<file path="src/rtl/sigma_seq.sv">
// sigma_seq: serial neuron-sum sequencer. One shared signed-magnitude adder
// accumulates a run-time-selected number of N-bit operands (1..MAXK) that
// arrive over a valid/ready stream, and returns one sum per job.
//
// Ports:
//   clk, rst             clock (rising edge), synchronous active-high reset
//   start, len           job request (sampled in IDLE only), operand count
//   busy                 high in every state except IDLE
//   in_valid, in_data    operand stream; in_ready high only while accumulating
//   out_valid, out_data  sum, held stable until out_ready
//   out_ready            consumer takes the sum
//
// Every output is a register, so no input reaches an output combinationally.
// N is the operand width (sign bit at N-1, magnitude below it).

// Combinational signed-magnitude adder. Magnitude overflow wraps.
// When the operands cancel exactly the result is +0, except that two zero
// operands keep b's sign, so a lone negative-zero operand survives an
// accumulator that starts at +0.
module adder #(
   parameter int N = 16
) (
   input  logic [N-1:0] a,
   input  logic [N-1:0] b,
   output logic [N-1:0] s
);
   localparam int M = N - 1;

   logic         sa;
   logic         sb;
   logic [M-1:0] ma;
   logic [M-1:0] mb;

   assign sa = a[N-1];
   assign sb = b[N-1];
   assign ma = a[M-1:0];
   assign mb = b[M-1:0];

   always_comb begin
      s = '0;
      if (sa == sb) begin
         s = {sa, ma + mb};
      end else if (ma > mb) begin
         s = {sa, ma - mb};
      end else if (mb > ma) begin
         s = {sb, mb - ma};
      end else begin
         s = {((ma == '0) ? sb : 1'b0), {M{1'b0}}};
      end
   end
endmodule

module sigma_seq #(
   parameter int N    = 16,
   parameter int MAXK = 16,
   parameter int LW   = $clog2(MAXK + 1)
) (
   input  logic          clk,
   input  logic          rst,
   input  logic          start,
   input  logic [LW-1:0] len,
   output logic          busy,
   input  logic          in_valid,
   input  logic [N-1:0]  in_data,
   output logic          in_ready,
   output logic          out_valid,
   output logic [N-1:0]  out_data,
   input  logic          out_ready
);
   typedef enum logic [1:0] {
      IDLE = 2'd0,
      ACC  = 2'd1,
      DONE = 2'd2
   } state_t;

   state_t        state;
   logic [N-1:0]  acc;
   logic [LW-1:0] cnt;
   logic [LW-1:0] len_q;
   logic [N-1:0]  sum;
   logic [LW-1:0] len_clamped;

   adder #(.N(N)) u_adder (
      .a (acc),
      .b (in_data),
      .s (sum)
   );

   assign len_clamped = (len > LW'(MAXK)) ? LW'(MAXK) : len;

   always_ff @(posedge clk) begin
      if (rst) begin
         state     <= IDLE;
         acc       <= '0;
         cnt       <= '0;
         len_q     <= '0;
         busy      <= 1'b0;
         in_ready  <= 1'b0;
         out_valid <= 1'b0;
         out_data  <= '0;
      end else begin
         case (state)
            IDLE: begin
               if (start) begin
                  len_q <= len_clamped;
                  acc   <= '0;
                  cnt   <= '0;
                  busy  <= 1'b1;
                  if (len_clamped != '0) begin
                     state    <= ACC;
                     in_ready <= 1'b1;
                  end else begin
                     // Empty job: present the cleared accumulator directly.
                     state     <= DONE;
                     out_valid <= 1'b1;
                     out_data  <= '0;
                  end
               end
            end

            ACC: begin
               // in_ready is registered high throughout ACC, so in_valid
               // alone marks an accepted operand here.
               if (in_valid) begin
                  acc <= sum;
                  cnt <= cnt + LW'(1);
                  if (cnt == len_q - LW'(1)) begin
                     state     <= DONE;
                     in_ready  <= 1'b0;
                     out_valid <= 1'b1;
                     out_data  <= sum;
                  end
               end
            end

            DONE: begin
               if (out_ready) begin
                  state     <= IDLE;
                  busy      <= 1'b0;
                  out_valid <= 1'b0;
                  out_data  <= '0;
               end
            end

            default: begin
               state     <= IDLE;
               busy      <= 1'b0;
               in_ready  <= 1'b0;
               out_valid <= 1'b0;
               out_data  <= '0;
            end
         endcase
      end
   end
endmodule

</file>
<file path="config.mk">
export PLATFORM = sky130hd
export DESIGN_NAME = sigma_seq
export DESIGN_NICKNAME = d
export VERILOG_FILES = /design/src/rtl/sigma_seq.sv
export SDC_FILE = /design/constraint.sdc
export NUM_CORES = 1
export LEC_CHECK = 0
export CORE_ASPECT_RATIO = 0.6
export CORE_UTILIZATION = 42
export CTS_BUF_LIST = sky130_fd_sc_hd__clkbuf_16
export CTS_CLUSTER_SIZE = 8
export DETAILED_ROUTE_END_ITERATION = 8
export HOLD_SLACK_MARGIN = 0.12
export PLACE_DENSITY_LB_ADDON = 0.05
export SLEW_MARGIN = 40
export SYNTH_ARGS = -nofsm -noshare
export SYNTH_HDL_FRONTEND = slang
export SYNTH_HIERARCHICAL = 1
export SYNTH_SLANG_ARGS = --single-unit
</file>
<file path="constraint.sdc">
create_clock -name clk -period 8.5 [get_ports clk]
set_input_delay 1.275 -clock clk [delete_from_list [all_inputs] [get_ports clk]]
set_output_delay 1.275 -clock clk [all_outputs]
set_load 0.1 [all_outputs]
</file>
After elaboration in Yosys (flattened, before gate mapping)
Index checks and enable logic that the tools add are counted.

Register bits: 47.

Equal/unequal tests: 10. Reductions and logical operators: 10. Mux-type cells: 36. Add/sub/neg operators: 5. Order comparisons: 3. Bitwise gates (word level): 2.

Operator list (number): two-way mux 16 bit (10); case mux 16 bit (3 select lines) (1); case mux 16 bit (2 select lines) (1); > comparator 15 bit (2); subtractor 15 bit (2); adder 15 bit (1); zero test 15 bit (1); two-way mux 5 bit (3); != test 2 bit (second input constant) (6); two-way mux 1 bit (11); two-way mux 2 bit (5); case mux 5 bit (2 select lines) (1); AND reduction 5 bit (2); case mux 1 bit (3 select lines) (3); case mux 2 bit (3 select lines) (1); AND reduction 3 bit (2); adder 5 x 1 -> 5 bit (second input constant) (1); equality test 5 bit (1); > comparator 5 bit (second input constant) (1); nonzero test 5 bit (1); subtractor 5 x 1 -> 5 bit (second input constant) (1); AND reduction 4 bit (1); equality test 2 x 1 -> 1 bit (second input constant) (1); equality test 2 bit (second input constant) (1); 5 further kinds (6).

Longest topological paths before layout
Gate-level depths: netlist of the first run.

Word-level depth: 8. Depth in mapped cells: 14. Gate-level depth less buffers: 14.

Hierarchy
The synthesis of the first run kept the hierarchy.

Modules (own cells, without submodules): adder (sequential area each 0.0 µm², cells each 344, times used 1, area an instance 2396.0 µm²); sigma_seq (sequential area each 940.9 µm², cells each 238, times used 1, area an instance 2057.0 µm²).

Worst setup path before layout of the first run
No wires, ideal clock.

Kind: input port to flip-flop. Start: input in_data[0]. End: register acc[14]. Data arrival time: 3.808 ns. Path buffers: 0. Setup slack: 4.621 ns. Cell stages on the path: 14. Path through: inv_1 > ha_1 > inv_1 > fa_1 > a21oi_1 > o211ai_1 > o41ai_2 > o21ai_1 > a311o_1 > a21o_1 > o221a_1 > o22ai_1 > nand3_1 > a21oi_1.

Longest elaborated chain between the ends: 6. Elaborated cells on any way between the ends: 10.

Ends and longest elaborated chain: from (decl) (line 64) `input logic [N-1:0] in_data,`; subtractor 15 bit or > comparator 15 bit (tied branches) (line 46, 45); two-way mux 16 bit (line 45) `end else if (mb > ma) begin`; two-way mux 16 bit (line 43) `end else if (ma > mb) begin`; two-way mux 16 bit (*) (line 41) `if (sa == sb) begin`; via sum[14] (line 80) `logic [N-1:0] sum;`; two-way mux 16 bit (*) (line 124) `if (in_valid) begin`; case mux 16 bit (2 select lines) (*) (line 102) `case (state)`; to (signal assigned) (line 125) `acc <= sum;`; to (decl) (line 77) `logic [N-1:0] acc;`.

Mark *: on every way through the listed nets, which the timed path passes. The rest lies on a longest branch. The select of a mux whose other input is x is not followed. A chain may end at the register's enable or synchronous reset.

Worst setup path in the final report of the first run
Same ends and word-level chain as after synthesis.

==> results of run 1 <==
[area by class of cell]
cell class | instances | area share
multi-input combinational | 423 | 0.609
sequential | 47 | 0.187
timing repair buffer | 49 | 0.0762
inverter | 82 | 0.0613
tap | 135 | 0.0336
clock buffer | 5 | 0.0249
clock inverter | 3 | 0.00772
[worst max-delay path by stage]
| stage | start | to | slack (ns) | cells past startpoint |
|---|---|---|---|---|
| 2_1_floorplan | in_data[0] | acc[14] | 4.62 | 14 |
| 3_3_place_gp | in_data[0] | acc[14] | 3.50 | 15 |
| 5_1_grt | in_data[0] | acc[14] | 3.53 | 15 |
| 3_5_place_dp | in_data[0] | acc[14] | 3.52 | 15 |
| 6_report | in_data[0] | acc[14] | 3.70 | 15 |
| 4_1_cts | in_data[0] | acc[14] | 3.84 | 15 |
[power breakdown]
group	internal, mW	switching (mW)
clock network	0.137	0.0845
registers	0.227	0.0121
logic	0.0925	0.155
total	0.457	0.252
[cells by family after synthesis]
logic type                 after synthesis
xor gates and xnor gates                23
and+or+nand+nor                        163
adders and majority gates               50
buffers and inverters                  112
AOI/OAI and AO/OA                      186
DFF                                     47
muxes                                    1
[registers in the layout (all words and copies together) (netlist names)]
| register | count |
|---|---|
| acc | 16 |
| busy | 1 |
| cnt | 5 |
| in_ready | 1 |
| len_q | 5 |
| out_data | 16 |
| out_valid | 1 |
| state | 2 |
[worst max-delay path, delay by kind of cell]
kind	cells	cell delay, ns
AND/OR/NAND/NOR	1	0.11
buffers and inverters	3	0.62
AO/OA/AOI/OAI	9	2.46
adder cells (fa/ha/maj)	2	0.56
[metrics by stage]
stage / instance area, sq um / hold slack, ns / cells / total power [mW] / setup WS (ns)
floorplan: 4450 / 0.445 / 582 / 0.418 / 4.62
global placement: 4940 / 0.448 / 736 / 0.485 / 3.50
detailed placement: 4850 / 0.455 / 736 / 0.484 / 3.52
CTS: 5020 / 0.470 / 744 / 0.707 / 3.84
global route: 5020 / 0.483 / 744 / 0.747 / 3.53
finish: 5020 / 0.470 / 744 / 0.709 / 3.70
[metal layers]
layer  GRT usage  vias to the layer above  part of all wire
li1            -                     2141                 -
met1       0.397                     2064              0.55
met2       0.332                      151              0.38
met3      0.0451                       16             0.057
met4      0.0449                        0             0.011
met5           0                        -                 0
[layout by cell type (no fill, tap or decap), types with 10 or more instances in the layout]
cell type | synthesis | layout
inv_1 | 82 | 82
a21oi_1 | 60 | 60
ha_1 | 47 | 47
dfxtp_1 | 47 | 47
nor2_1 | 39 | 38
nand2_1 | 35 | 35
nand3_1 | 26 | 26
clkdlybuf4s50_1 | 0 | 25
buf_2 | 13 | 19
xnor2_1 | 17 | 17
o32ai_1 | 17 | 17
nor3_1 | 13 | 13
o21ai_0 | 12 | 12
a21o_1 | 10 | 10
a221oi_1 | 10 | 10
o22ai_1 | 10 | 10
==> impl_metrics.env, run 1 <==
export IMPL_run_status="complete, no violations"
export IMPL_vias=4372
export IMPL_ys_ff_latch=47
export IMPL_multi_input_area_sq_mm=0.00306
export IMPL_postCtsHoldBufs=0
export IMPL_finalHoldViolCount=0
export IMPL_path_class="input pin to flop"
export IMPL_regArea_sq_um=941
export IMPL_fin_crit_sh=0.565
export IMPL_worstPathArrival_ns=5.03
export IMPL_yosysWarnings=6
export IMPL_drt_total_wl_mm=13.2
export IMPL_slowest_delay_ns=0.50
export IMPL_setup_viol_count_final=0
export IMPL_io_pins=45
export IMPL_setup_tns_ns=0
export IMPL_utilization=0.498
export IMPL_dp_hpwl_mm=10.2
export IMPL_synth_flop_cell="dfxtp_1"
export IMPL_drtIter0Drc=388
export IMPL_cts_root_buf="clkbuf_16"
export IMPL_synth_area_leaders="dfxtp_1 21%, ha_1 13%, inv_1 6.9%, a21oi_1 6.7%, o32ai_1 3.3%"
export IMPL_synth_top_cell_area_share=0.211
export IMPL_worstPathRequired_ns=8.72
export IMPL_cts_resized_gates=0
export IMPL_yosys_area_share_simple=0.189
export IMPL_synth_edff_count=0
export IMPL_diodes=0
export IMPL_regToRegStartpoint="acc[1]"
export IMPL_drv_slew=0
export IMPL_ys_types=71
export IMPL_yosysSeqAreaShare=0.211
export IMPL_grt_pass1_wl_mm=21.1
export IMPL_worst_slew_pin_slew_ns=0.682
export IMPL_synth_compound_area_share=0.302
export IMPL_avgSynthCellArea_sq_um=7.65
export IMPL_hp_start="out_valid"
export IMPL_dieHeight_um=81.8
export IMPL_clk_latency_ns=0.29
export IMPL_clk_pin_slew_worst_paths_ns=0.06
export IMPL_cts_buffers=5
export IMPL_synth_mux_area_fraction=0.00253
export IMPL_rr_worst_depth=12
export IMPL_tritoncts="built"
export IMPL_cts_sinks=47
export IMPL_die_area_sq_mm=0.0110
export IMPL_synthXorXnorAreaFrac=0.0452
export IMPL_synth_commonest_cells="82 x inv_1, 60 x a21oi_1, 47 x dfxtp_1, 47 x ha_1, 39 x nor2_1"
export IMPL_fin_nets=684
export IMPL_drc=0
export IMPL_rsz0062_at_grt="no"
export IMPL_hold_depth=1
export IMPL_yosysTopAreaCell="dfxtp_1"
export IMPL_clockBufferDepth=2
export IMPL_synth_cells=582
export IMPL_fillers=1022
export IMPL_crit_chain="clkdlybuf4s50_1 > inv_1 > ha_1 > inv_1 > fa_1 > a21oi_1 > o211ai_1 > o41ai_2 > o21ai_1 > a311o_1 > a21o_1 > o221a_1 > o22ai_1 > nand3_1 > a21oi_1"
export IMPL_grt_ovfl_total=0
export IMPL_hold_class="flop to flop"
export IMPL_syn_nets=658
export IMPL_vias_per_cell=5.88
export IMPL_core_sq_mm=0.0101
export IMPL_wire_per_inst_um=17.8
export IMPL_gp_routability_congestion=0.895
export IMPL_async_reset_ff_frac=0
export IMPL_grt_start_max_net_pins=48
export IMPL_synth_top_family_by_area="compound AO/OA/AOI/OAI gates"
export IMPL_synth_most_common_cell="inv_1"
export IMPL_path_max_fanout=4
export IMPL_htreeDepth=2
export IMPL_maxCapViolCount=0
export IMPL_initial_core_util=0.441
export IMPL_synth_fa_ha_area_frac=0.146
export IMPL_areaGrowthSynthToFinish_pct=12.8
export IMPL_drive_gt1_frac=0.0870
export IMPL_skew_ns=0.00373
export IMPL_min_period_ns=4.80
export IMPL_vdd_drop_max_v=0.0000841
export IMPL_first_global_vias=3847
export IMPL_std_cell_rows=28
export IMPL_port_buffers=44
export IMPL_grtUsageTotal=0.248
export IMPL_ant_nets=0
export IMPL_end_kind="flop"
export IMPL_die_w_um=135
export IMPL_worstReg2RegEnd="acc[14]"
export IMPL_cts_setup_buffers=0
export IMPL_powerDensity_mw_per_mm2=141
export IMPL_start_kind="input pin"
export IMPL_synth_cell_area_sq_mm=0.00445
export IMPL_dr_pass1_iters=5
export IMPL_antenna_found_initial=0
export IMPL_max_freq_ghz=0.208
export IMPL_hold_end="out_valid"
export IMPL_r2r_slack_ns=4.68
export IMPL_slowest_stage="o41ai_2"
export IMPL_leakage_nw=2.05
export IMPL_max_slew_margin=0.545
No activity file was read; power rests on OpenSTA's default activity.
==> run 2: changes to the inputs <==
==> constraint.sdc (replaced) <==
create_clock -name clk -period 4.8 [get_ports clk]
set_input_delay 0.72 -clock clk [delete_from_list [all_inputs] [get_ports clk]]
set_output_delay 0.72 -clock clk [all_outputs]
set_load 0.1 [all_outputs]
==> run 2 against run 1 <==
- global-route usage is 0.43 points higher
- utilization is 0.35 points higher
- critical path depth stayed put
- via count is 0.59% higher
- non-clock buffer count is 5 higher
- flip-flop and latch count stayed put
- count of clock-buffer cells in the layout stayed put
- first-iteration DRC count is 35% higher
- total power is 79% higher
- final cell count is 0.67% higher
- clock power is 80% higher
- sequential power is 77% higher
==> impl_metrics.env, run 2 (same netlist as run 1, synthesis figures left out) <==
export IMPL_run_status="complete, no violations"
export IMPL_tritoncts="built"
export IMPL_io_pins=45
export IMPL_clk_latency_ns=0.30
export IMPL_cts_buffers=5
export IMPL_slowest_delay_ns=0.50
export IMPL_power_share_combinational=0.349
export IMPL_r2r_slack_ns=1.07
export IMPL_startpoint="in_data[0]"
export IMPL_largestRegisters="acc: 16 flops, out_data: 16 flops"
export IMPL_hold_class="flop to flop"
export IMPL_setup_tns_ns=0
export IMPL_p_switching_uw=450
export IMPL_crit_chain="clkdlybuf4s50_1 > inv_1 > ha_1 > inv_1 > fa_1 > a21oi_1 > o211ai_1 > o41ai_2 > o21ai_1 > a311o_1 > a21o_1 > o221a_1 > o22ai_1 > nand3_1 > a21oi_1"
export IMPL_die_w_um=135
export IMPL_initial_core_util=0.441
export IMPL_die_area_sq_mm=0.0110
export IMPL_drive_gt1_frac=0.0961
export IMPL_vias_per_cell=5.87
export IMPL_drt_total_wl_mm=13.4
export IMPL_grt_start_max_net_pins=27
export IMPL_path_class="input pin to flop"
export IMPL_worstPathRequired_ns=5.04
export IMPL_cts_resized_gates=0
export IMPL_max_slew_margin=0.541
export IMPL_port_buffers=44
export IMPL_start_kind="input pin"
export IMPL_regToRegStartpoint="acc[0]"
export IMPL_grtUsageTotal=0.252
export IMPL_cp_num_buf_inv=3
export IMPL_wire_per_inst_um=17.8
export IMPL_dp_hpwl_mm=10.6
export IMPL_vdd_drop_max_v=0.000218
export IMPL_vias=4398
export IMPL_fin_crit_sh=0.852
export IMPL_grt_pass1_wl_mm=21.4
export IMPL_areaGrowthSynthToFinish_pct=13.6
export IMPL_finalHoldWorstSlack_ns=0.466
export IMPL_layout_commonest_cell="inv_1"
export IMPL_end_kind="flop"
export IMPL_std_cell_rows=28
export IMPL_worst_slew_pin_slew_ns=0.689
export IMPL_cts_setup_buffers=0
export IMPL_first_global_vias=3987
export IMPL_fin_nets=689
export IMPL_min_period_ns=4.09
export IMPL_postCtsHoldBufs=0
export IMPL_hold_depth=1
export IMPL_clk_pin_slew_worst_paths_ns=0.07
export IMPL_ant_nets=0
export IMPL_worstPathArrival_ns=4.33
export IMPL_dr_pass1_iters=5
export IMPL_rsz0062_at_grt="no"
export IMPL_worstReg2RegEnd="acc[14]"
export IMPL_maxCapViolCount=0
export IMPL_slowest_stage="o41ai_2"
export IMPL_gp_routability_congestion=0.958
export IMPL_final_cell_mix="82 x inv_1, 60 x a21oi_1, 47 x ha_1, 47 x dfxtp_1, 39 x nor2_1"
export IMPL_drtIter0Drc=522
export IMPL_utilization=0.501
export IMPL_core_sq_mm=0.0101
export IMPL_p_int_uw=816
export IMPL_powerDensity_mw_per_mm2=250
export IMPL_max_freq_ghz=0.244
export IMPL_grt_ovfl_total=0
export IMPL_cts_root_buf="clkbuf_16"
export IMPL_path_max_fanout=4
export IMPL_cp_top_family="compound AO/OA/AOI/OAI gates"
export IMPL_dieHeight_um=81.8
export IMPL_finalHoldViolCount=0
export IMPL_hp_start="out_valid"
export IMPL_setup_viol_count_final=0
export IMPL_rr_worst_depth=13
export IMPL_diodes=0
export IMPL_switching_share=0.356
export IMPL_drc=0
export IMPL_drv_slew=0
export IMPL_skew_ns=0.00991
export IMPL_p_clk_frac=0.316
export IMPL_antenna_found_initial=0
export IMPL_clockBufferDepth=2
export IMPL_htreeDepth=2
export IMPL_leakage_nw=2.08
export IMPL_cts_sinks=47
export IMPL_hold_end="out_valid"
export IMPL_pwr_share_seq=0.335
-- run 2: cell types whose count changed in the layout (fill, tap and decap cells not counted) --
cell / delta
clkdlybuf4s50_1: -1
clkinv_4: +1
buf_4: +5
clkinv_1: -1
nor2_2: -1
buf_2: +1
nor2_1: +1
-- run 2: metal layers --
metal | routed length [um] | share of wire | global-route usage | up-vias
met2 | 5230 | 0.39 | 0.351 | 175
met1 | 7030 | 0.53 | 0.393 | 2065
li1 | - | - | - | 2150
met5 | 0 | 0 | 0 | -
met3 | 1030 | 0.077 | 0.0537 | 8
met4 | 53 | 0.0040 | 0.0326 | 0
-- run 2: final cells by class --
cell class                      count  area (sq um)
Multi-Input combinational cell    423          3060
Inverter                           82           308
Tap cell                          135           169
Fill cell                         992          5030
Clock inverter                      3          43.8
Timing Repair Buffer               54           415
Sequential cell                    47           941
Clock buffer                        5           125
-- run 2: how the worst max path moves through the flow --
stage / to / depth (start not counted)
4_1_cts: acc[14] / 15
6_report: acc[14] / 15
3_5_place_dp: acc[14] / 15
2_1_floorplan: acc[14] / 14
5_1_grt: acc[14] / 15
3_3_place_gp: acc[14] / 15
-- run 2: worst reg2reg max path: cells and delay by family, from the launching register on --
kind | cells | cell delay [ns]
buf+inv | 1 | 0.05
compound gates | 9 | 2.33
simple gates | 1 | 0.11
fa+ha+maj | 2 | 0.65
flops | 1 | 0.54
-- run 2: power by group through the flow --
stage / Sequential (mW) / Clock (mW) / Combinational (mW)
after floorplan: 0.437 / 0 / 0.303
after global placement: 0.432 / 0 / 0.434
after detailed placement: 0.433 / 0 / 0.431
after CTS: 0.424 / 0.410 / 0.433
after global routing: 0.426 / 0.429 / 0.482
final: 0.425 / 0.400 / 0.441
-- run 2: per-stage QoR --
step	power (mW)	instances	cell area, sq um	worst slack [ns]
finish	1.27	749	5060	0.710
global route	1.34	749	5060	0.499
CTS	1.27	749	5060	0.785
detailed placement	0.864	741	4890	0.470
global placement	0.866	741	4980	0.665
floorplan	0.740	582	4450	1.48
==> run 3: changes to the inputs <==
--- a/config.mk
+++ b/config.mk
@@ -5,6 +5,8 @@
 export SDC_FILE = /design/constraint.sdc
 export NUM_CORES = 1
 export LEC_CHECK = 0
+export CELL_PAD_IN_SITES_DETAIL_PLACEMENT = 1
+export CELL_PAD_IN_SITES_GLOBAL_PLACEMENT = 1
 export CORE_ASPECT_RATIO = 0.6
 export CORE_UTILIZATION = 42
 export CTS_BUF_LIST = sky130_fd_sc_hd__clkbuf_16
==> constraint.sdc (replaced) <==
create_clock -name clk -period 5.1 [get_ports clk]
set_input_delay 0.765 -clock clk [delete_from_list [all_inputs] [get_ports clk]]
set_output_delay 0.765 -clock clk [all_outputs]
set_load 0.1 [all_outputs]
==> run 3 against run 2 <==
- die area is the same
- largest cell class unchanged
- utilization is essentially flat
- total power shrank 5.3%
- critical endpoint unchanged
- largest power group unchanged
- via count rose by 2.3%
- final cell count unchanged
- clock power is 7.2% lower
- worst setup slack better by 0.24 ns
- first-iteration DRC count decreased by 24%
- global-route usage up 3.0 points
==> impl_metrics.env, run 3 (same netlist as run 1, synthesis figures left out) <==
export IMPL_grt_start_max_net_pins=26
export IMPL_die_area_sq_mm=0.0110
export IMPL_cts_resized_gates=0
export IMPL_use_met2=0.424
export IMPL_maxCapViolCount=0
export IMPL_clk_pin_slew_worst_paths_ns=0.07
export IMPL_clockBufferDepth=2
export IMPL_final_cell_mix="82 x inv_1, 60 x a21oi_1, 47 x ha_1, 47 x dfxtp_1, 39 x nor2_1"
export IMPL_htreeDepth=2
export IMPL_fin_crit_sh=0.813
export IMPL_drv_slew=0
export IMPL_gp_routability_congestion=0.947
export IMPL_dieHeight_um=81.8
export IMPL_cp_top_family="compound AO/OA/AOI/OAI gates"
export IMPL_powerDensity_mw_per_mm2=237
export IMPL_use_met1=0.424
export IMPL_clk_latency_ns=0.29
export IMPL_min_period_ns=4.15
export IMPL_max_freq_ghz=0.241
export IMPL_die_w_um=135
export IMPL_leakage_nw=2.08
export IMPL_cts_root_buf="clkbuf_16"
export IMPL_io_pins=45
export IMPL_hold_class="flop to flop"
export IMPL_dr_pass1_iters=5
export IMPL_setup_tns_ns=0
export IMPL_setup_viol_count_final=0
export IMPL_dp_hpwl_mm=11.9
export IMPL_cts_buffers=5
export IMPL_grt_ovfl_total=0
export IMPL_fin_nets=689
export IMPL_stdcell_count=749
export IMPL_cts_sinks=47
export IMPL_initial_core_util=0.441
export IMPL_wire_per_inst_um=20.0
export IMPL_drive_gt1_frac=0.0945
export IMPL_std_cell_rows=28
export IMPL_max_slew_margin=0.503
export IMPL_ant_nets=0
export IMPL_crit_chain="clkdlybuf4s50_1 > inv_1 > ha_1 > inv_1 > fa_1 > a21oi_1 > o211ai_1 > o41ai_2 > o21ai_1 > a311o_1 > a21o_1 > a221oi_1 > o22ai_1 > nand3_1 > a21oi_1"
export IMPL_slowest_stage="o41ai_2"
export IMPL_cp_num_buf_inv=3
export IMPL_finalHoldViolCount=0
export IMPL_skew_ns=0.00818
export IMPL_largestRegisters="acc: 16 flops, out_data: 16 flops"
export IMPL_layout_commonest_cell="inv_1"
export IMPL_run_status="complete, no violations"
export IMPL_worstPathRequired_ns=5.28
export IMPL_rsz0062_at_grt="no"
export IMPL_port_buffers=44
export IMPL_grtUsageTotal=0.282
export IMPL_antenna_found_initial=0
export IMPL_vias_per_cell=6.01
export IMPL_worst_slew_pin_slew_ns=0.745
export IMPL_postCtsHoldBufs=0
export IMPL_first_global_vias=4338
export IMPL_end_kind="flop"
export IMPL_worstPathArrival_ns=4.32
export IMPL_gr_usage_met3=0.0469
export IMPL_grt_pass1_wl_mm=23.8
export IMPL_r2r_slack_ns=1.40
export IMPL_vdd_drop_max_v=0.000149
export IMPL_tritoncts="built"
export IMPL_cts_setup_buffers=0
export IMPL_drc=0
export IMPL_drt_total_wl_mm=15.0
export IMPL_start_kind="input pin"
export IMPL_top_usage_layer="met2"
export IMPL_vias=4500
export IMPL_areaGrowthSynthToFinish_pct=13.5
export IMPL_path_max_fanout=4
export IMPL_dp_cells=741
export IMPL_core_sq_mm=0.0101
export IMPL_finalHoldWorstSlack_ns=0.476
export IMPL_drtIter0Drc=398
export IMPL_path_class="input pin to flop"
export IMPL_diodes=0
export IMPL_slowest_delay_ns=0.50
## run 3: final timing paths
path | cells after the start | end | startpoint
worst min-delay path | 2 | out_data[10] | out_data[10]
worst max register to register | 13 | acc[14] | acc[0]
worst max-delay path | 15 | acc[14] | in_data[0]
worst min register to register | 2 | out_data[10] | out_data[10]
## run 3: power breakdown
group	switching, mW	total, mW	internal (mW)
Sequential	0.0209	0.400	0.379
Clock	0.142	0.371	0.229
Combinational	0.270	0.428	0.159
## run 3: layout make-up
| type | count | area, sq um |
|---|---|---|
| clock buffers | 5 | 125 |
| repair buffers | 54 | 415 |
| fillers | 1251 | 5040 |
| multi-input cells | 423 | 3060 |
| inverters | 82 | 308 |
| clock inverters | 3 | 38.8 |
| flip-flops and latches | 47 | 941 |
| well taps | 135 | 169 |
## run 3: worst register-to-register path: stages, from the launching register on
cell and delay (ns):
dfxtp_1 0.51, ha_1 0.21, inv_1 0.06, fa_1 0.43, a21oi_1 0.21, o211ai_1 0.20
o41ai_2 0.50, o21ai_1 0.22, a311o_1 0.38, a21o_1 0.19, a221oi_1 0.34, o22ai_1 0.15
nand3_1 0.09, a21oi_1 0.08
## run 3: metrics by stage
| step | worst slack, ns | total power, mW | util | area (sq um) |
|---|---|---|---|---|
| after floorplan | 1.73 | 0.697 | - | 4450 |
| after global placement | 0.821 | 0.818 | 0.494 | 4980 |
| after detailed placement | 0.694 | 0.827 | 0.485 | 4890 |
| after CTS | 0.996 | 1.20 | 0.501 | 5050 |
| after global routing | 0.763 | 1.27 | 0.501 | 5050 |
| final | 0.954 | 1.20 | 0.501 | 5050 |
## run 3: metal layers
metal | part of all wire | wire length (um) | vias up
li1 | - | - | 2143
met2 | 0.42 | 6350 | 130
met4 | 0.0060 | 90 | 0
met3 | 0.052 | 786 | 9
met5 | 0 | 0 | -
met1 | 0.52 | 7760 | 2218
